`src/rtl/mem_access_ctrl.sv`:
```
// MEM-stage sequencer onto a single-port word memory: sub-word loads extend, sub-word stores read-modify-write.
// Done 2 cycles after accept (3 for RMW) with ready held; stalls while busy. MEMCTRL_MISALIGN_TRAP_EN traps misalignment.
module mem_access_ctrl #(
  parameter int MEM_AW  = 10,
  parameter int TIMEOUT = 16
) (
  input  logic              clk,
  input  logic              rst_n,
  input  logic              req_valid,
  input  logic              req_we,
  input  logic [31:0]       req_addr,
  input  logic [31:0]       req_wdata,
  input  logic [3:0]        req_size,
  input  logic              req_unsigned,
  output logic              stall,
  output logic              done,
  output logic              err,
  output logic [31:0]       rdata,
  output logic              mem_en,
  output logic              mem_we,
  output logic [MEM_AW-1:0] mem_addr,
  output logic [31:0]       mem_wdata,
  input  logic [31:0]       mem_rdata,
  input  logic              mem_ready
);
  localparam int CW = $clog2(TIMEOUT + 1);
  localparam logic [3:0] SZ_BYTE = 4'b0001;
  localparam logic [3:0] SZ_HALF = 4'b0011;
  localparam logic [3:0] SZ_WORD = 4'b1111;

  typedef enum logic [1:0] {IDLE, RD, WR, RESP} state_t;

  state_t            state;
  logic              we_q;
  logic              uns_q;
  logic [MEM_AW+1:0] addr_q;
  logic [15:0]       wdata_q;
  logic [3:0]        size_q;
  logic [CW-1:0]     cnt;

  logic        size_ok;
  logic        misalign;
  logic        cnt_last;
  logic [7:0]  byte_sel;
  logic [15:0] half_sel;
  logic [31:0] load_val;
  logic [31:0] merged;
  logic        unused_bits;

  assign unused_bits = ^{req_addr[31:MEM_AW+2], req_wdata[31:16]};

  assign size_ok  = (req_size == SZ_BYTE) || (req_size == SZ_HALF) || (req_size == SZ_WORD);
`ifdef MEMCTRL_MISALIGN_TRAP_EN
  assign misalign = ((req_size == SZ_HALF) && req_addr[0]) ||
                    ((req_size == SZ_WORD) && (req_addr[1:0] != 2'b00));
`else
  assign misalign = 1'b0;
`endif

  assign cnt_last = (cnt == CW'(TIMEOUT - 1));
  assign mem_en   = (state == RD) || (state == WR);
  assign mem_we   = (state == WR);
  assign done     = (state == RESP);
  assign stall    = req_valid & ~done;
  assign mem_addr = addr_q[MEM_AW+1:2];

  // Half accesses select on addr[1] only, so a stray addr[0] is ignored when not trapped.
  always_comb begin
    byte_sel = mem_rdata[{addr_q[1:0], 3'b000} +: 8];
    half_sel = mem_rdata[{addr_q[1], 4'b0000} +: 16];
    load_val = mem_rdata;
    merged   = mem_rdata;
    if (size_q == SZ_BYTE) begin
      load_val = {{24{~uns_q & byte_sel[7]}}, byte_sel};
      merged[{addr_q[1:0], 3'b000} +: 8] = wdata_q[7:0];
    end else if (size_q == SZ_HALF) begin
      load_val = {{16{~uns_q & half_sel[15]}}, half_sel};
      merged[{addr_q[1], 4'b0000} +: 16] = wdata_q;
    end
  end

  always_ff @(posedge clk or negedge rst_n) begin
    if (!rst_n) begin
      state     <= IDLE;
      err       <= 1'b0;
      rdata     <= '0;
      mem_wdata <= '0;
      we_q      <= 1'b0;
      uns_q     <= 1'b0;
      addr_q    <= '0;
      wdata_q   <= '0;
      size_q    <= '0;
      cnt       <= '0;
    end else begin
      case (state)
        IDLE: begin
          if (req_valid) begin
            we_q    <= req_we;
            uns_q   <= req_unsigned;
            addr_q  <= req_addr[MEM_AW+1:0];
            wdata_q <= req_wdata[15:0];
            size_q  <= req_size;
            cnt     <= '0;
            if (!size_ok || misalign) begin
              err   <= 1'b1;
              state <= RESP;
            end else if (req_we && (req_size == SZ_WORD)) begin
              mem_wdata <= req_wdata;
              state     <= WR;
            end else begin
              state <= RD;
            end
          end
        end
        RD: begin
          if (mem_ready) begin
            cnt <= '0;
            if (we_q) begin
              mem_wdata <= merged;
              state     <= WR;
            end else begin
              rdata <= load_val;
              state <= RESP;
            end
          end else if (cnt_last) begin
            err   <= 1'b1;
            state <= RESP;
          end else begin
            cnt <= cnt + 1'b1;
          end
        end
        WR: begin
          if (mem_ready) begin
            state <= RESP;
          end else if (cnt_last) begin
            err   <= 1'b1;
            state <= RESP;
          end else begin
            cnt <= cnt + 1'b1;
          end
        end
        default: begin
          err   <= 1'b0;
          state <= IDLE;
        end
      endcase
    end
  end
endmodule

```
`config.mk`:
```
export PLATFORM = sky130hd
export DESIGN_NAME = mem_access_ctrl
export DESIGN_NICKNAME = d
export VERILOG_FILES = /design/src/rtl/mem_access_ctrl.sv
export SDC_FILE = /design/constraint.sdc
export NUM_CORES = 1
export LEC_CHECK = 0
export CAP_MARGIN = 20
export CORE_ASPECT_RATIO = 1.75
export CORE_MARGIN = 3
export CORE_UTILIZATION = 44
export DETAILED_ROUTE_END_ITERATION = 10
export MAX_ROUTING_LAYER = met4
export PLACE_DENSITY = 0.84
export SETUP_SLACK_MARGIN = 0.2
export SKIP_LAST_GASP = 1
export SYNTH_ARGS = -nofsm -noshare
export SYNTH_HDL_FRONTEND = slang
export SYNTH_SLANG_ARGS = --single-unit
```
`constraint.sdc`:
```
create_clock -name clk -period 2.9 [get_ports clk]
set_input_delay 0.725 -clock clk [delete_from_list [all_inputs] [get_ports clk]]
set_output_delay 0.725 -clock clk [all_outputs]
set_load 0.1 [all_outputs]
```
**After elaboration in Yosys (flattened, before gate mapping)**

Cells that the tools add are included.

- Output and inout bits: 79
- Logic and storage cells: 86
- Register bits: 106

- Reductions and logical operators: 13
- Add/subtract/negate cells: 3
- Equality and inequality tests: 18
- Shift-type cells: 6
- Mux-type cells: 30
- Bitwise operators: 6

Operator list:

| cell | count |
|---|---|
| two-way mux 32 bit | 9 |
| bitwise mux 32 bit | 2 |
| case mux 32 bit (2 select lines) | 1 |
| variable shift 16 x 7 -> 32 bit, first input constant | 1 |
| variable shift 8 x 7 -> 32 bit, first input constant | 1 |
| variable part select 16 x 7 -> 32 bit | 1 |
| variable part select 32 x 6 -> 16 bit | 1 |
| variable part select 32 x 6 -> 8 bit | 1 |
| variable part select 8 x 7 -> 32 bit | 1 |
| two-way mux 5 bit | 4 |
| inequality test 2 bit, second input constant | 8 |
| case mux 5 bit (3 select lines) | 1 |
| negator 5 -> 7 bit | 2 |
| two-way mux 2 bit | 6 |
| equality test 4 x 1 -> 1 bit, second input constant | 2 |
| equality test 4 x 2 -> 1 bit, second input constant | 2 |
| case mux 2 bit (3 select lines) | 1 |
| AND reduction 3 bit | 2 |
| AND reduction 6 bit | 1 |
| adder 5 x 1 -> 5 bit, second input constant | 1 |
| equality test 5 x 4 -> 1 bit, second input constant | 1 |
| two-way mux 1 bit | 5 |
| equality test 2 bit, second input constant | 2 |
| equality test 4 bit, second input constant | 1 |
| other kinds (13) | 19 |

**Logic depth before layout (Yosys ltp)**

Gate-level depths: netlist (run 1).

- Depth after elaboration: 8
- Mapped depth: 11

**Worst setup path after synthesis (run 1)**

No wires, ideal clock.

- Kind: register to output
- Start point: register state[0]
- End point: output stall
- Data arrival time: 2436 ps
- Required time: 2175 ps
- Cell stages (with the launch flop): 3
- Buffers on the path: 0
- Slack: -261 ps
- Path through: dfrtp_1 > ha_1 > nor2_1

- Cells in the longest elaborated chain, start to end: 3

Ends and longest elaborated chain:

| item | line | RTL |
|---|---|---|
| start, declared | 33 | `state_t state;` |
| start signal, assigned | 84 | `state <= IDLE;` |
| start signal, assigned | 106 | `state <= RESP;` |
| start signal, assigned | 109 | `state <= WR;` |
| equality test 2 bit | 63 | `assign done = (state == RESP);` |
| net done | 16 | `output logic done,` |
| inverter 1 bit | 64 | `assign stall = req_valid & ~done;` |
| bitwise AND 1 bit | 64 |  |
| end, declared | 15 | `output logic stall,` |

The timed path passes the listed nets, and every way through them passes these cells.

**Worst setup path in the final report (run 1)**

- Start point: register addr_q[0]
- End point: register mem_wdata[18]

- Cells in the longest elaborated chain, start to end: 7

Ends and longest elaborated chain:

| item | line | RTL |
|---|---|---|
| start, declared | 36 | `logic [MEM_AW+1:0] addr_q;` |
| start signal, assigned | 100 | `addr_q <= req_addr[MEM_AW+1:0];` |
| negator 5 -> 7 bit (*) | 75 | `merged[{addr_q[1:0], 3'b000} +: 8] = wdata_q[7:0];` |
| variable part select 8 x 7 -> 32 bit / variable shift 8 x 7 -> 32 bit (equally long branches) | 75 |  |
| bitwise mux 32 bit (*) | 75 |  |
| two-way mux 32 bit (*) | 73 | `if (size_q == SZ_BYTE) begin` |
| two-way mux 32 bit (*) | 118 | `if (we_q) begin` |
| two-way mux 32 bit (*) | 116 | `if (mem_ready) begin` |
| case mux 32 bit (2 select lines) (*) | 95 | `case (state)` |
| end signal, assigned | 108 | `mem_wdata <= req_wdata;` |
| end signal, assigned | 119 | `mem_wdata <= merged;` |
| end, declared | 22 | `output logic [31:0] mem_wdata,` |

Every way passes the cells marked *; elsewhere a longest branch is shown, timed or not. The select of a mux whose other input is x is not followed.
A chain may end at the register's enable or synchronous reset.

==> results.tsv, run 1 <==
metric	value	unit
status	finished, final reports clean	
Post-Place Setup Slack	254.6	ps
WP data arrival	2660	ps
Critical Path End Type	flop	
reg2reg end	mem_wdata[18]	
DR WL/cell	21.48	um
post-synthesis cell count	700	
area of all placed cells without fillers	8660	um2
CTS buffer count	9	
first drt pass iteration count	5	
later-pin clock latency in the skew report	360	ps
share of cells above drive strength 1	0.2339	
port bufs	164	
Post-synth ARST share	1.000	
final wirelength	21.97	mm
yosys warns	0	
GRT Overall Usage	0.2660	
CP bufs+invs	1	
Multi-input gate area	3580	um2
Yosys cell types	64	
Nets	950	
register area share after synthesis	0.3939	
Final Hold Fails	0	
cell count along the critical path	6	
Top Ports	185	
Finished Layout Cells	1023	
number of synthesized flops with an enable pin	0	
post-CTS sizing	0	
Max-Slew Margin vs Limit	0.5028	
R2R depth	6	
Main synth FF type	dfrtp_1	
initial antenna violation count	1	
CTS hold repair buffers	0	
first-pass GRT wire length	34.05	mm
initial DRC count	657	
Hold Path Class	in2async	
Worst Setup Start Kind	flop	
most common cell after layout, fill and taps aside	buf_4	
RSZ-0062 raised after global routing	no	
via/cell ratio	6.321	
Slew Limit Fails	0	
clock-pin slew on the worst setup and hold paths	70	ps
setup TNS	0	ps
CTS max path bufs	2	
mapped cell area	6734	um2
Die Footprint	16880	um2
Routability Congestion	0.9219	
largest net degree at the start of global routing	62	
fin crit period	2364	ps
Die Ht	169.7	um
Rows	59	
setup violators final	0	
Slowest Stage Delay on Critical Path	670	ps
synthesized flop and latch total	106	
TritonCTS Sinks	106	
Max Freq	0.4229	GHz
skew final	9.329	ps
post-CTS setup buffers	0	
CP Cell Sequence	inv_1 > ha_1 > or3b_1 > o211a_1 > o31ai_1 > mux2_2	
grt ovf	0	
most frequent cells in the layout	buf_4, dfrtp_1, clkdlybuf4s50_1	
crit path setup slack, layout	535.6	ps
Placed Area	8363	um2
Req. time, crit path	3200	ps
crit path max-delay cell type	or3b_1	
period utilisation layout	0.8153	
area growth from synthesis to layout	28.60	%
Starting Density	0.4516	
crit-path max FO	14	
Fill cells	1299	
ANT nets after route	0	
Worst-Margin Slew	745.8	ps
CP top delay family	simple AND/OR/NAND/NOR gates	
CTS Root Cell	clkbuf_16	
core area	14910	um2
register area	2653	um2
Vias	6466	
DRC	0	
maximum capacitance violations	0	
Worst R2R Start	addr_q[0]	
Post-Place Cells	1006	
vias in the first global route	6423	
Mapped Nets	816	
Post-Syn Area per Cell	9.620	um2
DPL Wire Length	15.92	mm
worst setup path class	reg2reg	
CTS tree	yes	
reg-to-reg slack, setup	540	ps
width of the die	99.52	um
# H-tree levels	3	
[cells in the mapped netlist (5+ instances only)]
| cell type | number | share of area |
|---|---|---|
| nand3b_1 | 8 | 0.0089 |
| clkbuf_1 | 44 | 0.025 |
| buf_4 | 14 | 0.016 |
| o21ai_0 | 22 | 0.016 |
| o2111ai_1 | 7 | 0.0091 |
| or3_1 | 16 | 0.015 |
| o211a_1 | 7 | 0.010 |
| nor2_1 | 13 | 0.0072 |
| buf_6 | 5 | 0.0084 |
| and3_1 | 10 | 0.0093 |
| a21oi_1 | 26 | 0.019 |
| o22ai_1 | 9 | 0.0084 |
| nand4_1 | 10 | 0.0093 |
| mux4_2 | 8 | 0.027 |
| o211ai_1 | 32 | 0.036 |
| nand2_1 | 72 | 0.040 |
| dfrtp_1 | 106 | 0.39 |
| buf_2 | 12 | 0.0089 |
| o221ai_1 | 10 | 0.013 |
| ha_1 | 10 | 0.019 |
| mux2_2 | 43 | 0.072 |
| o32a_1 | 7 | 0.010 |
| nand2b_1 | 26 | 0.024 |
| inv_1 | 31 | 0.017 |
| o31ai_1 | 8 | 0.0089 |
| a221oi_1 | 8 | 0.010 |
| nand3_1 | 8 | 0.0059 |
| o311ai_0 | 13 | 0.017 |
| a31oi_1 | 50 | 0.046 |
| mux2i_1 | 11 | 0.016 |
[flip-flops by register name, indices dropped and copies added, names as in the netlist]
name       count
size_q         4
err            1
cnt            5
wdata_q       16
we_q           1
rdata         32
addr_q        12
mem_wdata     32
uns_q          1
state          2
[per-stage QoR]
step | utilization | hold slack, ps
6_report | 0.5807 | 226.3
5_1_grt | 0.5807 | 235.8
4_1_cts | 0.5804 | 228.4
3_5_place_dp | 0.5608 | 475.8
3_3_place_gp | 0.5608 | 465.3
2_1_floorplan | - | 429.4
[layer usage]
metal  up-vias  wire [um]  GRT usage
li1       2913          -          -
met3        97       1415    0.03455
met4         0       1520     0.1778
met5         -          0          -
met2       336      10850     0.4292
met1      3120       8186     0.3064
[worst max path at each step]
stage | end | startpoint
3_5_place_dp | mem_wdata[16] | req_size[3]
3_3_place_gp | mem_wdata[16] | req_valid
4_1_cts | mem_wdata[31] | addr_q[0]
5_1_grt | mem_wdata[31] | addr_q[0]
6_report | mem_wdata[18] | addr_q[0]
2_1_floorplan | mem_wdata[20] | addr_q[1]
[cell families (layout without fill, tap and decap cells)]
logic type               after synthesis  after routing  synth area share
AO/OA/AOI/OAI                        226            226            0.2434
adder cells (fa/ha/maj)               10             10           0.01858
buffers and inverters                110            248           0.07692
flip-flops                           106            106            0.3939
multiplexers                          62             62            0.1150
other                                  0              2                 0
AND/OR/NAND/NOR                      186            186            0.1522
[cell type report]
class | instances | area share
well taps | 183 | 0.02644
flip-flops and latches | 106 | 0.3063
diodes | 2 | 0.0005780
repair buffers | 201 | 0.2058
multi-input cells | 484 | 0.4134
clock buffers | 9 | 0.02601
inverters | 32 | 0.01387
clock inverters | 6 | 0.007658
Power of run 1 is left out: the tool's default activity adds up to more than one toggle a clock period on the data nets, which glitch-free logic cannot reach.
==> inputs of run 2 (changes only) <==
--- a/config.mk
+++ b/config.mk
@@ -8,10 +8,10 @@
 export CAP_MARGIN = 20
 export CORE_ASPECT_RATIO = 1.75
 export CORE_MARGIN = 3
-export CORE_UTILIZATION = 44
+export CORE_UTILIZATION = 49
 export DETAILED_ROUTE_END_ITERATION = 10
 export MAX_ROUTING_LAYER = met4
-export PLACE_DENSITY = 0.84
+export PLACE_DENSITY = 0.88
 export SETUP_SLACK_MARGIN = 0.2
 export SKIP_LAST_GASP = 1
 export SYNTH_ARGS = -nofsm -noshare
==> constraint.sdc (replaced) <==
create_clock -name clk -period 2.2 [get_ports clk]
set_input_delay 0.55 -clock clk [delete_from_list [all_inputs] [get_ports clk]]
set_output_delay 0.55 -clock clk [all_outputs]
set_load 0.1 [all_outputs]
==> run 2 against run 1 <==
Net effect:
- the run now ends with DRC left
- clock skew rose by 3.5 ps
- highest routed layer unchanged
- critical path type unchanged
- utilization rose by 12 points
- via count rose by 6.0%
- final area rose by 8.3%
- worst hold slack got worse by 110 ps
==> results.tsv, run 2 (same netlist as run 1, synthesis figures left out) <==
metric	value	unit	change
status	finished with violations		
failing checks	DRC		
CP Cell Sequence	or3b_4 > o32ai_1 > o31ai_4 > mux2_4		
Routability Congestion	0.9810		+6.4%
Max-Slew Margin vs Limit	0.5902		+0.08739
Req. time, crit path	2450	ps	-750 ps
skew final	12.79	ps	+3.462 ps
grt ovf	0		unchanged
TritonCTS Sinks	106		unchanged
Slowest Stage Delay on Critical Path	600	ps	-70 ps
antenna diode count	0		-2
initial antenna violation count	0		-1
Finished Core Util	0.6974		+0.1166
period utilisation layout	0.9332		+0.1179
Vias	6857		+6.0%
Max Freq	0.4871	GHz	+15%
CTS buffer count	9		unchanged
CTS Root Cell	clkbuf_16		
Rows	56		-5.1%
first-pass GRT wire length	34.57	mm	+1.5%
Regs by FF count	mem_wdata: 32 flops, rdata: 32 flops, wdata_q: 16 flops		
area growth from synthesis to layout	39.32	%	
crit path max-delay cell type	o32ai_1		
busiest layer in global routing	met2		
ANT nets after route	0		unchanged
Nets	995		+4.7%
DRC	1		+1
Fill cells	1012		-22%
share of cells above drive strength 1	0.3148		+0.08095
Starting Density	0.5006		+0.04897
met2 Use GR	0.4770		+0.04787
Die Ht	161.1	um	-5.1%
clock-pin slew on the worst setup and hold paths	80	ps	about the same
DR WL/cell	21.45	um	-0.14%
worst setup path class	reg2reg		
most frequent cells in the layout	buf_4, dfrtp_1, clkdlybuf4s50_1		
CTS tree	yes		
grt met3 use	0.04939		+0.01484
CTS max path bufs	2		unchanged
Top Ports	185		unchanged
area of all placed cells without fillers	9382	um2	+8.3%
first drt pass iteration count	9		+4
Multi-input gate area	3821	um2	+6.7%
crit path setup slack, layout	146.9	ps	-388.7 ps
DPL Wire Length	16.45	mm	+3.3%
final wirelength	22.67	mm	+3.2%
crit-path max FO	7		-7
WP data arrival	2310	ps	-350 ps
Worst-Margin Slew	612.8	ps	-133.0 ps
Final Hold Fails	0		unchanged
port bufs	164		unchanged
# H-tree levels	3		unchanged
width of the die	94.62	um	-4.9%
fin crit period	2053	ps	-311.3 ps
RSZ-0062 raised after global routing	yes		
setup violators final	0		unchanged
reg-to-reg slack, setup	150	ps	-390 ps
Worst Setup Start Kind	flop		
via/cell ratio	6.487		+2.6%
maximum capacitance violations	0		unchanged
Placed Area	8859	um2	+5.9%
register area	2656	um2	+0.14%
Post-Place Setup Slack	-45.27	ps	-299.9 ps
Global Route met1 Usage	0.3608		+0.05434
largest net degree at the start of global routing	42		-32%
initial DRC count	887		+35%
Die Footprint	15240	um2	-9.7%
vias in the first global route	6568		+2.3%
later-pin clock latency in the skew report	360	ps	about the same
GRT Overall Usage	0.2990		+0.03307
core area	13450	um2	-9.8%
Critical Path End Type	flop		
most common cell after layout, fill and taps aside	buf_4		
Slew Limit Fails	0		unchanged
Hold Path Class	in2async		
[run 2: cell count changes in the layout (fill, tap and decap cells not counted), moves of 5 or more]
cell	delta
o31ai_1	-7
inv_1	-5
mux2_2	-7
mux2_4	+7
ha_1	-7
buf_4	+29
o311ai_0	-9
buf_12	+11
o311ai_2	+6
o31ai_2	+5
[run 2: worst paths after layout]
| path | from | endpoint | cells past startpoint |
|---|---|---|---|
| worst max-delay path | size_q[2] | mem_wdata[23] | 4 |
| min in group clk | rdata[1] | rdata[1] | 2 |
| worst min register to register | rdata[1] | rdata[1] | 2 |
| worst max register to register | size_q[2] | mem_wdata[23] | 4 |
| max in group asynchronous | rst_n | rdata[2] | 2 |
| worst min-delay path | rst_n | addr_q[11] | 1 |
[run 2: timing repair]
action | 4_1_cts | 5_1_grt
endpoints found under the setup margin | 66 | 62
cloned | 1 | 0
buffers inserted | 1 | 2
pin swaps | 4 | 4
hold buffers | 0 | 0
gates resized for setup | 21 | 26
[run 2: worst max-delay path: cells and delay by family, from the launching register on]
kind	cells	cell delay [ps]
mux	1	270
simple gates	1	490
flops	1	480
compound gates	2	710
[run 2: final cells by class]
type                       instances  area share
multi-input combinational        485      0.4073
sequential                       106      0.2831
timing repair buffer             245      0.2417
clock buffer                      10     0.02441
tap                              174     0.02321
inverter                          32     0.01374
clock inverter                     5    0.006535
[run 2: layer usage]
metal,part of all wire,wire length [um]
met5,0,0
met4,0.059,1346
met3,0.075,1704
met2,0.49,11180
met1,0.37,8440
[run 2: metrics by stage]
stage,hold slack (ps),setup TNS [ps],cells
floorplan,254.4,-295.5,700
global placement,466.0,-57.44,1038
detailed placement,475.9,-487.0,1038
CTS,122.6,0,1055
global route,138.0,0,1057
finish,112.4,0,1057
Power of run 2 is left out for the same reason.
==> inputs of run 3 (changes only) <==
--- a/config.mk
+++ b/config.mk
@@ -5,7 +5,7 @@
 export SDC_FILE = /design/constraint.sdc
 export NUM_CORES = 1
 export LEC_CHECK = 0
-export CAP_MARGIN = 20
+export CAP_MARGIN = 10
 export CORE_ASPECT_RATIO = 1.75
 export CORE_MARGIN = 3
 export CORE_UTILIZATION = 49
==> results of run 3 <==
Final layout, timing and power as in run 2 (identical DEF).
Power of run 3 is left out for the same reason.
